===== src/rtl/stack_ctrl_if.sv =====
// Requester-side bundle for stack_ctrl: CPU push/pop handshake plus the IRQ save/restore burst port.
interface stack_ctrl_if #(
  parameter int CNT_W = 5,
  parameter int DW    = 32
);
  logic             cpu_req;
  logic             cpu_op;
  logic [DW-1:0]    cpu_wdata;
  logic             cpu_ack;
  logic             cpu_err;
  logic [DW-1:0]    cpu_rdata;
  logic             irq_save;
  logic             irq_restore;
  logic [CNT_W-1:0] irq_count;
  logic [CNT_W-1:0] irq_idx;
  logic [DW-1:0]    irq_wdata;
  logic [DW-1:0]    irq_rdata;
  logic             irq_rvalid;
  logic             irq_busy;
  logic             irq_done;
  logic             irq_err;

  modport slave (
    input  cpu_req, cpu_op, cpu_wdata, irq_save, irq_restore, irq_count, irq_wdata,
    output cpu_ack, cpu_err, cpu_rdata, irq_idx, irq_rdata, irq_rvalid, irq_busy, irq_done, irq_err
  );
  modport master (
    output cpu_req, cpu_op, cpu_wdata, irq_save, irq_restore, irq_count, irq_wdata,
    input  cpu_ack, cpu_err, cpu_rdata, irq_idx, irq_rdata, irq_rvalid, irq_busy, irq_done, irq_err
  );
endinterface


===== src/rtl/stack_ctrl.sv =====
// Arbitrates the single stack push/pop port between CPU ops and IRQ save/restore bursts, tracking depth.
// Macro STACK_CTRL_GUARD_EN enables overflow/underflow refusal and the sticky error flags.
module stack_ctrl #(
  parameter int  DEPTH = 1024,
  parameter int  CNT_W = 5,
  parameter int  DW    = 32,
  localparam int DEP_W = $clog2(DEPTH) + 1
) (
  input  logic             clk,
  input  logic             reset,
  stack_ctrl_if.slave      bus,
  output logic [DW-1:0]    stk_d,
  output logic             stk_push,
  output logic             stk_pop,
  input  logic [DW-1:0]    stk_q,
  output logic             stk_rst,
  output logic [DEP_W-1:0] depth,
  output logic             full,
  output logic             empty,
  output logic             ovf_err,
  output logic             unf_err,
  input  logic             err_clr
);
  typedef enum logic [2:0] {IDLE, CPU_OP, CPU_POPW, SAVE, RESTORE, RST_LAST, DONE} state_e;

  state_e           state_q, state_d;
  logic [DEP_W-1:0] depth_q, depth_d;
  logic [CNT_W-1:0] cnt_q, idx_q;
  logic [DW-1:0]    wdata_q;
  logic             op_q, err_q, rvalid_q, rst_q, ovf_q, ovf_d, unf_q, unf_d;
  logic             push_c, pop_c, save_bad, rest_bad, cpu_bad, n_zero, set_ovf, set_unf;

  assign depth   = depth_q;
  assign full    = (depth_q == DEP_W'(DEPTH));
  assign empty   = (depth_q == '0);
  assign stk_rst = rst_q;
  assign ovf_err = ovf_q;
  assign unf_err = unf_q;
  assign n_zero  = (bus.irq_count == '0);

`ifdef STACK_CTRL_GUARD_EN
  logic [DEP_W:0] fit_sum;
  assign fit_sum  = {1'b0, depth_q} + (DEP_W+1)'(bus.irq_count);
  assign save_bad = (fit_sum > (DEP_W+1)'(DEPTH));
  assign rest_bad = (depth_q < DEP_W'(bus.irq_count));
  assign cpu_bad  = bus.cpu_op ? empty : full;
`else
  assign save_bad = 1'b0;
  assign rest_bad = 1'b0;
  assign cpu_bad  = 1'b0;
`endif

  // Burst refusals latch at the IDLE decision; CPU refusals latch as CPU_OP retires.
  assign set_ovf = (state_q == IDLE && bus.irq_save && save_bad) ||
                   (state_q == CPU_OP && err_q && !op_q);
  assign set_unf = (state_q == IDLE && !bus.irq_save && bus.irq_restore && rest_bad) ||
                   (state_q == CPU_OP && err_q && op_q);
  assign ovf_d   = set_ovf | (ovf_q & ~err_clr);
  assign unf_d   = set_unf | (unf_q & ~err_clr);
  assign depth_d = stk_push ? depth_q + DEP_W'(1) :
                   stk_pop  ? depth_q - DEP_W'(1) : depth_q;

  always_ff @(posedge clk or negedge reset) begin
    if (!reset) state_q <= IDLE;
    else        state_q <= state_d;
  end

  always_comb begin
    state_d = state_q;
    unique case (state_q)
      IDLE: begin
        if (bus.irq_save)         state_d = (n_zero || save_bad) ? DONE : SAVE;
        else if (bus.irq_restore) state_d = (n_zero || rest_bad) ? DONE : RESTORE;
        else if (bus.cpu_req)     state_d = CPU_OP;
      end
      CPU_OP:   state_d = (op_q && !err_q) ? CPU_POPW : IDLE;
      CPU_POPW: state_d = IDLE;
      SAVE:     if (idx_q == cnt_q - CNT_W'(1)) state_d = DONE;
      RESTORE:  if (idx_q == CNT_W'(1)) state_d = RST_LAST;
      RST_LAST: state_d = IDLE;
      DONE:     state_d = IDLE;
      default:  state_d = IDLE;
    endcase
  end

  always_comb begin
    push_c          = 1'b0;
    pop_c           = 1'b0;
    stk_d           = '0;
    bus.cpu_ack     = 1'b0;
    bus.cpu_err     = 1'b0;
    bus.cpu_rdata   = '0;
    bus.irq_idx     = '0;
    bus.irq_rdata   = '0;
    bus.irq_rvalid  = 1'b0;
    bus.irq_busy    = 1'b0;
    bus.irq_done    = 1'b0;
    bus.irq_err     = 1'b0;
    unique case (state_q)
      CPU_OP: begin
        push_c      = !op_q && !err_q;
        pop_c       = op_q && !err_q;
        if (!op_q) stk_d = wdata_q;
        bus.cpu_ack = !op_q || err_q;
        bus.cpu_err = err_q;
      end
      CPU_POPW: begin
        bus.cpu_ack   = 1'b1;
        bus.cpu_rdata = stk_q;
      end
      SAVE: begin
        push_c       = 1'b1;
        stk_d        = bus.irq_wdata;
        bus.irq_idx  = idx_q;
        bus.irq_busy = 1'b1;
      end
      RESTORE: begin
        // idx_q runs one ahead (starts at N) so it labels the word popped last cycle.
        pop_c          = 1'b1;
        bus.irq_busy   = 1'b1;
        bus.irq_rvalid = rvalid_q;
        if (rvalid_q) begin
          bus.irq_idx   = idx_q;
          bus.irq_rdata = stk_q;
        end
      end
      RST_LAST: begin
        bus.irq_busy   = 1'b1;
        bus.irq_done   = 1'b1;
        bus.irq_rvalid = 1'b1;
        bus.irq_idx    = idx_q;
        bus.irq_rdata  = stk_q;
      end
      DONE: begin
        bus.irq_busy = 1'b1;
        bus.irq_done = 1'b1;
        bus.irq_err  = err_q;
      end
      default: ;
    endcase
  end

  assign stk_push = push_c & ~rst_q;
  assign stk_pop  = pop_c & ~rst_q;

  always_ff @(posedge clk or negedge reset) begin
    if (!reset) begin
      depth_q  <= '0;
      cnt_q    <= '0;
      idx_q    <= '0;
      wdata_q  <= '0;
      op_q     <= 1'b0;
      err_q    <= 1'b0;
      rvalid_q <= 1'b0;
      rst_q    <= 1'b1;
      ovf_q    <= 1'b0;
      unf_q    <= 1'b0;
    end else begin
      rst_q    <= 1'b0;
      depth_q  <= depth_d;
      ovf_q    <= ovf_d;
      unf_q    <= unf_d;
      rvalid_q <= (state_q == RESTORE);
      if (state_q == IDLE) begin
        cnt_q   <= bus.irq_count;
        op_q    <= bus.cpu_op;
        wdata_q <= bus.cpu_wdata;
        err_q   <= bus.irq_save ? save_bad : bus.irq_restore ? rest_bad : cpu_bad;
        idx_q   <= bus.irq_save ? '0 : bus.irq_count;
      end else if (state_q == SAVE) begin
        idx_q <= idx_q + CNT_W'(1);
      end else if (state_q == RESTORE) begin
        idx_q <= idx_q - CNT_W'(1);
      end
    end
  end
endmodule


===== src/flat_wrapper.sv =====
// flat-port wrapper written by rule: the top's interface ports become plain ports
module stack_ctrl_flat 
#(
  parameter int  DEPTH = 1024,
  parameter int  CNT_W = 5,
  parameter int  DW    = 32,
  localparam int DEP_W = $clog2(DEPTH) + 1
)
  (clk, reset, stk_d, stk_push, stk_pop, stk_q, stk_rst, depth, full, empty, ovf_err, unf_err, err_clr, bus_cpu_req, bus_cpu_op, bus_cpu_wdata, bus_irq_save, bus_irq_restore, bus_irq_count, bus_irq_wdata, bus_cpu_ack, bus_cpu_err, bus_cpu_rdata, bus_irq_idx, bus_irq_rdata, bus_irq_rvalid, bus_irq_busy, bus_irq_done, bus_irq_err);
  stack_ctrl_if #(.CNT_W(CNT_W), .DW(DW)) bus_i ();
  input  logic clk;
  input  logic reset;
  output logic [DW-1:0] stk_d;
  output logic stk_push;
  output logic stk_pop;
  input  logic [DW-1:0] stk_q;
  output logic stk_rst;
  output logic [DEP_W-1:0] depth;
  output logic full;
  output logic empty;
  output logic ovf_err;
  output logic unf_err;
  input  logic err_clr;
  input wire logic [$bits(bus_i.cpu_req)-1:0] bus_cpu_req;
  input wire logic [$bits(bus_i.cpu_op)-1:0] bus_cpu_op;
  input wire logic [$bits(bus_i.cpu_wdata)-1:0] bus_cpu_wdata;
  input wire logic [$bits(bus_i.irq_save)-1:0] bus_irq_save;
  input wire logic [$bits(bus_i.irq_restore)-1:0] bus_irq_restore;
  input wire logic [$bits(bus_i.irq_count)-1:0] bus_irq_count;
  input wire logic [$bits(bus_i.irq_wdata)-1:0] bus_irq_wdata;
  output wire logic [$bits(bus_i.cpu_ack)-1:0] bus_cpu_ack;
  output wire logic [$bits(bus_i.cpu_err)-1:0] bus_cpu_err;
  output wire logic [$bits(bus_i.cpu_rdata)-1:0] bus_cpu_rdata;
  output wire logic [$bits(bus_i.irq_idx)-1:0] bus_irq_idx;
  output wire logic [$bits(bus_i.irq_rdata)-1:0] bus_irq_rdata;
  output wire logic [$bits(bus_i.irq_rvalid)-1:0] bus_irq_rvalid;
  output wire logic [$bits(bus_i.irq_busy)-1:0] bus_irq_busy;
  output wire logic [$bits(bus_i.irq_done)-1:0] bus_irq_done;
  output wire logic [$bits(bus_i.irq_err)-1:0] bus_irq_err;
  assign bus_i.cpu_req = bus_cpu_req;
  assign bus_i.cpu_op = bus_cpu_op;
  assign bus_i.cpu_wdata = bus_cpu_wdata;
  assign bus_i.irq_save = bus_irq_save;
  assign bus_i.irq_restore = bus_irq_restore;
  assign bus_i.irq_count = bus_irq_count;
  assign bus_i.irq_wdata = bus_irq_wdata;
  assign bus_cpu_ack = bus_i.cpu_ack;
  assign bus_cpu_err = bus_i.cpu_err;
  assign bus_cpu_rdata = bus_i.cpu_rdata;
  assign bus_irq_idx = bus_i.irq_idx;
  assign bus_irq_rdata = bus_i.irq_rdata;
  assign bus_irq_rvalid = bus_i.irq_rvalid;
  assign bus_irq_busy = bus_i.irq_busy;
  assign bus_irq_done = bus_i.irq_done;
  assign bus_irq_err = bus_i.irq_err;
  stack_ctrl #(.DEPTH(DEPTH), .CNT_W(CNT_W), .DW(DW)) u_core (.clk(clk), .reset(reset), .bus(bus_i), .stk_d(stk_d), .stk_push(stk_push), .stk_pop(stk_pop), .stk_q(stk_q), .stk_rst(stk_rst), .depth(depth), .full(full), .empty(empty), .ovf_err(ovf_err), .unf_err(unf_err), .err_clr(err_clr));
endmodule

===== config.mk =====
export PLATFORM = sky130hd
export DESIGN_NAME = stack_ctrl_flat
export DESIGN_NICKNAME = d
export VERILOG_FILES = /design/src/rtl/stack_ctrl_if.sv /design/src/rtl/stack_ctrl.sv /design/src/flat_wrapper.sv
export SDC_FILE = /design/constraint.sdc
export NUM_CORES = 1
export LEC_CHECK = 0
export BUFFER_PORTS_ARGS = -buffer_cell sky130_fd_sc_hd__buf_2
export CORE_MARGIN = 2
export CORE_UTILIZATION = 41
export CTS_BUF_LIST = sky130_fd_sc_hd__clkbuf_4
export DETAILED_ROUTE_END_ITERATION = 16
export PLACE_DENSITY = 0.79
export SYNTH_ARGS = -nofsm -noshare
export SYNTH_HDL_FRONTEND = slang
export SYNTH_SLANG_ARGS = --single-unit

===== constraint.sdc =====
create_clock -name clk -period 2.6 [get_ports clk]
set_input_delay 0.13 -clock clk [delete_from_list [all_inputs] [get_ports clk]]
set_output_delay 0.13 -clock clk [all_outputs]
set_load 0.03 [all_outputs]

==> qor.csv, run 1 <==
stage,metric,value,unit
worst_setup_path,crit_fanout,8,
die,core,0.00968,mm²
timing,fin_worst_skew,0.0146,ns
synth,ys_warn_count,0,
pwr,power,6.91,mW
global_routing,grt_antenna_before_repair,2,
worst_setup_path,reg2reg_to,u_core.depth[9],
final_layout,nets,882,
routing,final_antenna_net_count,0,
worst_setup_path,critical_path.endpoint_type,flip-flop,
global_routing,grt_max_degree,35,
worst_setup_path,critical_path_class,reg2reg,
final_layout,drive_gt1_share,35.6,%
routing,drt-initial-drc-count,205,
synth,synth_cells,498,
clock_tree,postCtsSetupBuffers,0,
clock_tree,clock_path_buffers,2,
timing,rsz0062_at_grt,no,
synth,syn_area_per_cell,8.15,µm²
routing,drc,0,
place,routabilityCongestion,0.861,
worst_setup_path,critPathLaunchType,flip-flop,
place,io_buffer_count,230,
worst_setup_path,cp_data_arrival_time,2.76,ns
clock_tree,cts_tree,yes,
worst_setup_path,required,2.86,ns
clock_tree,numClockSinks,61,
global_routing,track_usage,23.7,%
global_routing,grt_pass1_vias,4212,
timing,finalWorstSetupSlack,0.101,ns
final_layout,finalInstanceArea,0.00592,mm²
worst_setup_path,r2r-start,u_core.state_q[2],
final_layout,postLayoutCoreUtil,61.1,%
synth,synth.ff_latch_count,61,
final_layout,final_common_cell,buf_2,
pwr,powerDensity,1170,mW/mm²
worst_setup_path,r2r.worst_path.cells,9,
clock_tree,htreeDepth,3,
flow_run,maxCapViolCount,0,
routing,avgViaCountPerCell,5.11,
die,rows,36,
routing,detail_route.first_pass.iterations,4,
final_layout,multi_input_area,0.00237,mm²
synth,syn_area,0.00406,mm²
timing,period_needed,2.50,ns
synth,async_flop_share,100,%
routing,wire_per_inst,15.0,µm
routing,num_vias,4595,
die,dieArea,0.0107,mm²
final_layout,ff_latch_area,0.00153,mm²
timing,fmax,400,MHz
timing,fin_crit_sh,96.1,%
die,die_w,103,µm
clock_tree,clk_pin_slew,0.12,ns
min_path,min_path_cells,3,
routing,drt_wl_total,13500,µm
timing,maxSlewViolCount,0,
final_layout,area.growth.synth_to_final,45.8,%
die,die_y,103,µm
timing,hold_viol,0,
place,place_ws,0.0163,ns
clock_tree,cts_made_buffers,9,
min_path,hp-class,in2reg,
timing,relSlewSlack,52.5,%
timing,fin_tns_setup,0,ns
synth,synth_edf_count,0,
global_routing,grt_pass1_wl,19800,µm
timing,timing.final.setup_violations,0,
pwr,vdd_drop_max,0.000767,V
outcome,status,finished clean,
clock_tree,cts-root-buf,clkbuf_4,
synth,ys_seq_area_share,37.6,%
die,start_util,41.9,%
worst_setup_path,cp-startpoint,u_core.state_q[2],
min_path,worstHoldEndpoint,u_core.state_q[1],
worst_setup_path,reg2reg_slack,0.10,ns
final_layout,fill_cells,834,
timing,tightest_slew,0.712,ns
synth,synth_ff_type,dfrtp_1,
place,place_hpwl,9830,µm
place,placedInstanceArea,0.00536,mm²
die,io_pins,233,
clock_tree,clkLatencyLatePin,0.40,ns
pwr,p_leak,3.32,nW
min_path,worstHoldStart,bus_irq_save,
final_layout,mostFrequentLayoutCells,"buf_2 (230), nand2_1 (133), and2_1 (66)",
global_routing,grt_overflow,0,
synth,ys_types,55,
-- repair_timing --
item | in CTS | in global routing
hold endpoints to repair | 69 | 0
resized for setup | 0 | 5
endpoints found under the setup margin | 0 | 2
hold buffers | 40 | 0
-- Yosys cell counts, types with 3 or more instances --
| library cell | number | share of area, % |
|---|---|---|
| a211o_1 | 4 | 0.86 |
| a21o_1 | 5 | 0.92 |
| a21oi_1 | 15 | 1.8 |
| a22o_1 | 34 | 7.3 |
| a22oi_1 | 3 | 0.55 |
| and2_1 | 66 | 10 |
| buf_1 | 4 | 0.37 |
| buf_2 | 7 | 0.86 |
| buf_4 | 3 | 0.55 |
| clkbuf_1 | 20 | 1.8 |
| dfrtp_1 | 60 | 37 |
| ha_1 | 13 | 4.0 |
| inv_1 | 11 | 1.0 |
| nand2_1 | 133 | 12 |
| nand2b_1 | 3 | 0.46 |
| nand3_1 | 8 | 0.99 |
| nor2_1 | 17 | 1.6 |
| nor2b_1 | 7 | 1.1 |
| nor3_1 | 10 | 1.2 |
| nor3b_1 | 5 | 0.92 |
| o21ai_0 | 14 | 1.7 |
| o31ai_1 | 3 | 0.55 |
| xnor2_1 | 7 | 1.5 |
| xor2_1 | 6 | 1.3 |
-- registers in the layout, indices dropped and copies added (netlist names), 3 cells and up --
| name | cells |
|---|---|
| u_core.cnt_q | 5 |
| u_core.depth | 11 |
| u_core.idx_q | 5 |
| u_core.state_q | 3 |
| u_core.wdata_q | 32 |
-- where the power goes --
| group | total, mW | internal [mW] | leakage (nW) | switching (mW) |
|---|---|---|---|---|
| combinational | 4.40 | 1.60 | 2.50 | 2.80 |
| clock | 0.680 | 0.303 | 0.0740 | 0.377 |
| sequential | 1.83 | 1.41 | 0.748 | 0.425 |
| total | 6.91 | 3.31 | 3.32 | 3.60 |
-- worst max path at each step --
stage,slack [ns],cells past startpoint,end
2_1_floorplan,0.02,9,u_core.depth[8]
3_3_place_gp,0.11,8,u_core.depth[8]
3_5_place_dp,0.02,8,u_core.depth[8]
4_1_cts,0.006,8,u_core.depth[8]
5_1_grt,0.007,9,u_core.depth[9]
6_report,0.10,9,u_core.depth[9]
-- critical path, stage by stage (launching register included) --
cell	delay [ns]
dfrtp_1	0.41
nand2b_1	0.19
a211o_4	0.37
buf_4	0.18
ha_1	0.39
a21oi_1	0.22
o21ai_0	0.15
nor3b_1	0.16
a31oi_1	0.18
o211ai_1	0.12
-- area by class of cell --
cell class,instances,area share [%]
multi-input combinational,393,40.0
timing repair buffer,284,28.2
sequential,61,25.8
tap,133,2.81
clock buffer,10,1.27
clock inverter,6,1.08
inverter,11,0.698
antenna,2,0.0846
-- cell families after synthesis --
group	count (synthesis)	share of synthesized area (%)
multiplexers	2	0.555
XOR/XNOR	13	2.81
buffers and inverters	46	4.93
AND/OR/NAND/NOR	266	32.2
other	1	0.0924
flip-flops	61	37.6
adder cells (fa/ha/maj)	14	4.50
AO/OA/AOI/OAI	95	17.3
-- metal layers --
metal / global-route usage, % / up-vias / routed length (µm)
li1: - / 2205 / -
met1: 28.4 / 2149 / 5160
met2: 42.9 / 213 / 7160
met3: 3.02 / 28 / 932
met4: 9.31 / 0 / 278
met5: 0 / - / 0
-- metrics by stage --
stage,std cells,hold slack [ns]
5_1_grt,900,0.121
4_1_cts,898,0.0912
3_5_place_dp,842,0.224
3_3_place_gp,842,0.195
2_1_floorplan,500,-0.166
6_report,900,0.130
No activity file was read; power rests on OpenSTA's default activity.
==> inputs of run 2 (changes only) <==
CORE_MARGIN = unset   (was 2)
CORE_UTILIZATION = 40   (was 41)
PLACE_DENSITY = 0.77   (was 0.79)
==> run 2 against run 1 <==
Net effect:
- die area decreased by 1.5%
- critical path type unchanged
- first-iteration DRC count increased by 28%
- sequential power about the same
- routed wire length decreased by 0.44%
==> qor.csv, run 2 (same netlist as run 1, synthesis figures left out) <==
stage,metric,value,unit,change
die,rows,36,,unchanged
place,io_buffer_count,230,,unchanged
min_path,hp-class,in2reg,,unchanged
die,start_util,41.3,%,was 41.9%
worst_setup_path,required,2.95,ns,was 2.86 ns
worst_setup_path,cp_num_buf_inv,0,,was 1
routing,final_antenna_net_count,0,,unchanged
timing,worst_hold_slack,0.0967,ns,was 0.130 ns
clock_tree,postCtsSetupBuffers,0,,unchanged
pwr,p_leak,3.35,nW,was 3.32 nW
worst_setup_path,cp_data_arrival_time,2.87,ns,was 2.76 ns
final_layout,largest-register,u_core.wdata_q,,unchanged
pwr,p_clk_share,13.1,%,was 9.8%
timing,fin_crit_sh,96.9,%,was 96.1%
pwr,internal-power,3.59,mW,was 3.31 mW
worst_setup_path,critical_path.endpoint_type,flip-flop,,unchanged
timing,fin_tns_setup,0,ns,unchanged
final_layout,fill_cells,864,,was 834
routing,num_vias,4591,,was 4595
global_routing,grt_max_degree,40,,was 35
timing,timing.final.setup_violations,0,,unchanged
worst_setup_path,slowest_delay,0.48,ns,was 0.41 ns
timing,fin_worst_skew,0.0132,ns,was 0.0146 ns
final_layout,drive_gt1_share,35.4,%,was 35.6%
pwr,p_sw_share,49.8,%,was 52.1%
pwr,powerDensity,1200,mW/mm²,was 1170 mW/mm²
pwr,p_sw,3.56,mW,was 3.60 mW
global_routing,grt_antenna_before_repair,0,,was 2
routing,drt_wl_total,13500,µm,about the same
pwr,p_seq_share,25.5,%,was 26.5%
place,routabilityCongestion,0.838,,was 0.861
timing,relSlewSlack,51.6,%,was 52.5%
die,core,0.00982,mm²,was 0.00968 mm²
routing,drc,0,,unchanged
worst_setup_path,path_delay_family,simple AND/OR/NAND/NOR gates,,was compound AO/OA/AOI/OAI gates
timing,period_needed,2.52,ns,was 2.50 ns
clock_tree,clk_pin_slew,0.10,ns,was 0.12 ns
routing,detail_route.first_pass.iterations,5,,was 4
final_layout,largest_reg_flops,32,,unchanged
clock_tree,numClockSinks,61,,unchanged
clock_tree,cts_made_buffers,9,,unchanged
final_layout,n_antenna_cell,0,,was 2
flow_run,maxCapViolCount,0,,unchanged
final_layout,area.growth.synth_to_final,46.9,%,was 45.8%
place,place_hpwl,9920,µm,was 9830 µm
routing,drt-initial-drc-count,263,,was 205
global_routing,grt_overflow,0,,unchanged
timing,maxSlewViolCount,0,,unchanged
clock_tree,cts-root-buf,clkbuf_4,,unchanged
die,die_y,103,µm,about the same
die,dieArea,0.0106,mm²,was 0.0107 mm²
final_layout,final_common_cell,buf_2,,unchanged
clock_tree,htreeDepth,3,,unchanged
die,die_w,103,µm,about the same
timing,fmax,397,MHz,was 400 MHz
final_layout,nets,883,,was 882
pwr,vdd_drop_max,0.000804,V,was 0.000767 V
routing,wire_per_inst,15.0,µm,about the same
routing,avgViaCountPerCell,5.11,,about the same
die,io_pins,233,,unchanged
timing,tightest_slew,0.726,ns,was 0.712 ns
worst_setup_path,reg2reg_slack,0.08,ns,was 0.10 ns
global_routing,track_usage,24.2,%,was 23.7%
global_routing,grt_pass1_vias,4083,,was 4212
global_routing,grt_pass1_wl,19500,µm,was 19800 µm
worst_setup_path,critPathLaunchType,flip-flop,,unchanged
timing,finalWorstSetupSlack,0.0798,ns,was 0.101 ns
clock_tree,cts_tree,yes,,unchanged
pwr,power,7.15,mW,was 6.91 mW
pwr,pwr-share-comb,61.3,%,was 63.7%
clock_tree,clock_path_buffers,2,,unchanged
worst_setup_path,crit_fanout,6,,was 8
worst_setup_path,critical_path_class,reg2reg,,unchanged
worst_setup_path,cp_cell_sequence,nand2b_1 > a211o_4 > fa_1 > a21o_1 > nand4_1 > a21boi_1 > or4_1 > nand3_1,,was nand2b_1 > a211o_4 > buf_4 > ha_1 > a21oi_1 > o21ai_0 > nor3b_1 > a31oi_1 > o211ai_1
worst_setup_path,critPathSlowestCell,or4_1,,was dfrtp_1
timing,hold_viol,0,,unchanged
place,place_ws,0.0289,ns,was 0.0163 ns
clock_tree,clkLatencyLatePin,0.40,ns,about the same
final_layout,mostFrequentLayoutCells,"buf_2 (230), nand2_1 (133), and2_1 (66)",,unchanged
outcome,status,finished clean,,unchanged
## run 2: changes by cell type in the layout (fill, tap and decap cells not counted)
cell,delta
buf_12,-1
clkinv_4,-2
clkinvlp_4,-1
fa_1,+1
diode_2,-2
bufinv_16,+3
fa_2,-1
buf_4,+2
clkinv_2,-1
## run 2: repair_timing
action,CTS,global route
resized for setup,0,4
endpoints found under the hold margin,100,0
hold buffers,40,0
setup endpoints to repair,0,2
## run 2: final cells by class
cell class | instances | area (µm²) | area share [%]
repair buffers | 285 | 1660 | 27.9
multi-input cells | 393 | 2370 | 39.7
flip-flops and latches | 61 | 1530 | 25.6
inverters | 11 | 41.3 | 0.692
clock buffers | 10 | 75.1 | 1.26
clock inverters | 5 | 124 | 2.08
well taps | 133 | 166 | 2.79
## run 2: power groups by stage
stage | sequential, mW | clock, mW | combinational [mW]
detailed placement | 1.83 | 0 | 4.29
finish | 1.82 | 0.940 | 4.39
floorplan | 1.85 | 0 | 3.09
CTS | 1.82 | 0.961 | 4.36
global placement | 1.82 | 0 | 4.13
global route | 1.87 | 1.00 | 4.83
## run 2: worst paths after layout
check	end	startpoint	cells after the start
max reg2reg	u_core.depth[8]	u_core.state_q[2]	8
min in group asynchronous	u_core.wdata_q[13]	reset	3
max	u_core.depth[8]	u_core.state_q[2]	8
max in group asynchronous	u_core.stk_rst	reset	3
min reg2reg	u_core.wdata_q[27]	u_core.wdata_q[27]	2
min	u_core.state_q[0]	bus_cpu_req	3
## run 2: worst register-to-register path, delay by kind of cell, from the launching register on
| kind | cells | cell delay, ns |
|---|---|---|
| adders and majority gates | 1 | 0.47 |
| and+or+nand+nor | 4 | 0.90 |
| DFF | 1 | 0.38 |
| AOI/OAI and AO/OA | 3 | 0.71 |
## run 2: layer usage
layer  vias to the layer above  wire (µm)  global-route usage, %
met5                         -          0                      0
met4                         0        311                   9.21
met3                        32        949                   4.95
met2                       211       7030                   43.6
met1                      2134       5180                   28.2
li1                       2214          -                      -
## run 2: stage by stage
step / area [µm²] / utilization, % / instances
after global routing: 5960 / 60.7 / 898
after floorplan: 4070 / - / 500
final: 5960 / 60.7 / 898
after global placement: 5350 / 54.5 / 843
after detailed placement: 5350 / 54.5 / 843
after CTS: 5950 / 60.6 / 898
==> inputs of run 3 (changes only) <==
PLACE_DENSITY = 0.73   (was 0.77)
RECOVER_POWER = 50   (was unset)
==> run 3 against run 2 <==
Net effect:
- the flow now finishes with violations (capacitance limit, slew limit)
- hold slack got worse by 0.0040 ns
- via count down 0.30%
- power shrank 1.7%
- combinational power shrank 1%
- clock-buffer cell count grew 1
- non-clock buffer count stayed put
- clock power down 8.0%
- worst setup slack improved by 0.030 ns
- cell count increased by 0.11%
- register-to-register slack gained 0.03 ns
- critical path depth unchanged
- critical path type unchanged
- highest routed layer unchanged
==> qor.csv, run 3 (same netlist as run 1, synthesis figures left out) <==
stage,metric,value,unit,change
outcome,status,"complete, but fails checks",,was finished clean
outcome,violations,"capacitance limit, slew limit",,
routing,wire_per_inst,15.0,µm,about the same
final_layout,area.growth.synth_to_final,45.6,%,was 46.9%
place,place_hpwl,9910,µm,was 9920 µm
routing,drt-initial-drc-count,256,,was 263
timing,relSlewSlack,-2.92,%,was 51.6%
die,die_y,103,µm,unchanged
global_routing,track_usage,23.9,%,was 24.2%
global_routing,grt_max_degree,62,,was 40
worst_setup_path,cp_cell_sequence,nand2b_1 > a211o_4 > fa_1 > a21o_1 > nand4_1 > a21boi_1 > or4_1 > nand3_1,,unchanged
routing,drt_wl_total,13500,µm,about the same
min_path,min_path_cells,3,,unchanged
die,io_pins,233,,unchanged
worst_setup_path,required,2.97,ns,was 2.95 ns
die,die_w,103,µm,unchanged
timing,tightest_slew,1.54,ns,was 0.726 ns
clock_tree,cts_made_buffers,9,,unchanged
final_layout,drive_gt1_share,33.5,%,was 35.4%
clock_tree,cts-root-buf,clkbuf_4,,unchanged
pwr,powerDensity,1190,mW/mm²,was 1200 mW/mm²
die,core,0.00982,mm²,unchanged
die,start_util,41.3,%,unchanged
clock_tree,clkLatencyLatePin,0.43,ns,was 0.40 ns
flow_run,maxCapViolCount,1,,was 0
worst_setup_path,slowest_delay,0.48,ns,about the same
routing,drc,0,,unchanged
clock_tree,htreeDepth,3,,unchanged
place,io_buffer_count,230,,unchanged
routing,final_antenna_net_count,0,,unchanged
timing,worst_hold_slack,0.0927,ns,was 0.0967 ns
pwr,vdd_drop_max,0.000746,V,was 0.000804 V
die,rows,36,,unchanged
global_routing,grt_pass1_vias,4028,,was 4083
worst_setup_path,crit_fanout,8,,was 6
clock_tree,cts_tree,yes,,unchanged
min_path,hp-class,in2reg,,unchanged
pwr,p_leak,3.29,nW,was 3.35 nW
final_layout,fill_cells,887,,was 864
routing,num_vias,4577,,was 4591
timing,hold_viol,0,,unchanged
clock_tree,numClockSinks,61,,unchanged
timing,fin_worst_skew,0.0146,ns,was 0.0132 ns
final_layout,largest-register,u_core.wdata_q,,unchanged
routing,avgViaCountPerCell,5.09,,was 5.11
timing,maxSlewViolCount,62,,was 0
die,dieArea,0.0106,mm²,unchanged
clock_tree,clk_pin_slew,0.11,ns,was 0.10 ns
final_layout,nets,883,,unchanged
place,place_ws,0.00256,ns,was 0.0289 ns
global_routing,grt_pass1_wl,19200,µm,was 19500 µm
timing,period_needed,2.49,ns,was 2.52 ns
timing,fin_crit_sh,95.8,%,was 96.9%
routing,detail_route.first_pass.iterations,4,,was 5
final_layout,largest_reg_flops,32,,unchanged
worst_setup_path,cp_data_arrival_time,2.86,ns,was 2.87 ns
worst_setup_path,critical_path_class,reg2reg,,unchanged
final_layout,multi_input_area,0.00235,mm²,was 0.00237 mm²
final_layout,mostFrequentLayoutCells,"buf_2 (216), nand2_1 (133), and2_1 (66)",,"was buf_2 (230), nand2_1 (133), and2_1 (66)"
worst_setup_path,critPathLaunchType,flip-flop,,unchanged
worst_setup_path,r2r.worst_path.cells,8,,unchanged
timing,fin_tns_setup,0,ns,unchanged
worst_setup_path,critPathSlowestCell,fa_1,,was or4_1
global_routing,grt_antenna_before_repair,0,,unchanged
final_layout,final_common_cell,buf_2,,unchanged
timing,timing.final.setup_violations,0,,unchanged
clock_tree,clock_path_buffers,2,,unchanged
final_layout,ff_latch_area,0.00153,mm²,unchanged
pwr,power,7.03,mW,was 7.15 mW
place,routabilityCongestion,0.851,,was 0.838
timing,finalWorstSetupSlack,0.110,ns,was 0.0798 ns
timing,fmax,402,MHz,was 397 MHz
global_routing,grt_overflow,0,,unchanged
worst_setup_path,critical_path.endpoint_type,flip-flop,,unchanged
-- run 3: cell count changes in the layout (fill, tap and decap cells not counted), sizes merged --
cell      delta
clkbuf      +18
buf         -17
bufinv       -1
clkinv       -1
clkinvlp     +1
diode        +1
-- run 3: power breakdown --
part	switching [mW]	leakage (nW)	internal [mW]
logic	2.78	2.44	1.56
registers	0.427	0.748	1.41
clock network	0.361	0.0932	0.504
total	3.56	3.29	3.47
-- run 3: repair_timing --
item,CTS,global route
setup endpoints to repair,1,3
hold endpoints to repair,100,0
hold buffers,40,0
pin swaps,0,0
buffers inserted,0,0
gates resized for setup,1,4
-- run 3: routing by layer --
| layer | vias to the layer above | track usage (%) | wire (µm) |
|---|---|---|---|
| li1 | 2209 | - | - |
| met1 | 2169 | 28.7 | 5350 |
| met2 | 173 | 41.8 | 7040 |
| met3 | 26 | 4.41 | 824 |
| met4 | 0 | 10.1 | 278 |
| met5 | - | 0 | 0 |
-- run 3: final timing paths --
kind	from	endpoint	slack [ns]
worst max-delay path	u_core.state_q[2]	u_core.depth[8]	0.11
worst min-delay path	bus_cpu_req	u_core.state_q[0]	0.09
worst max register to register	u_core.state_q[2]	u_core.depth[8]	0.11
worst min register to register	u_core.wdata_q[12]	u_core.wdata_q[12]	0.49
max in group asynchronous	reset	u_core.wdata_q[10]	0.96
min in group asynchronous	reset	u_core.wdata_q[9]	0.71
-- run 3: layout make-up --
class	instances	share of cell area [%]
antenna	1	0.0423
sequential	61	25.9
tap	133	2.82
timing repair buffer	285	27.7
clock buffer	11	1.40
multi-input combinational	393	39.8
inverter	11	0.699
clock inverter	4	1.65
-- run 3: worst max-delay path: cells and delay by family, from the launching register on --
| family | cells | cell delay [ns] |
|---|---|---|
| DFF | 1 | 0.38 |
| AOI/OAI and AO/OA | 3 | 0.69 |
| adders and majority gates | 1 | 0.48 |
| and+or+nand+nor | 4 | 0.89 |
-- run 3: through the flow --
step,cells,area [µm²],utilization (%)
final,899,5910,60.2
after global routing,898,5910,60.2
after CTS,898,5950,60.6
after detailed placement,843,5370,54.6
after global placement,843,5370,54.6
after floorplan,500,4070,-
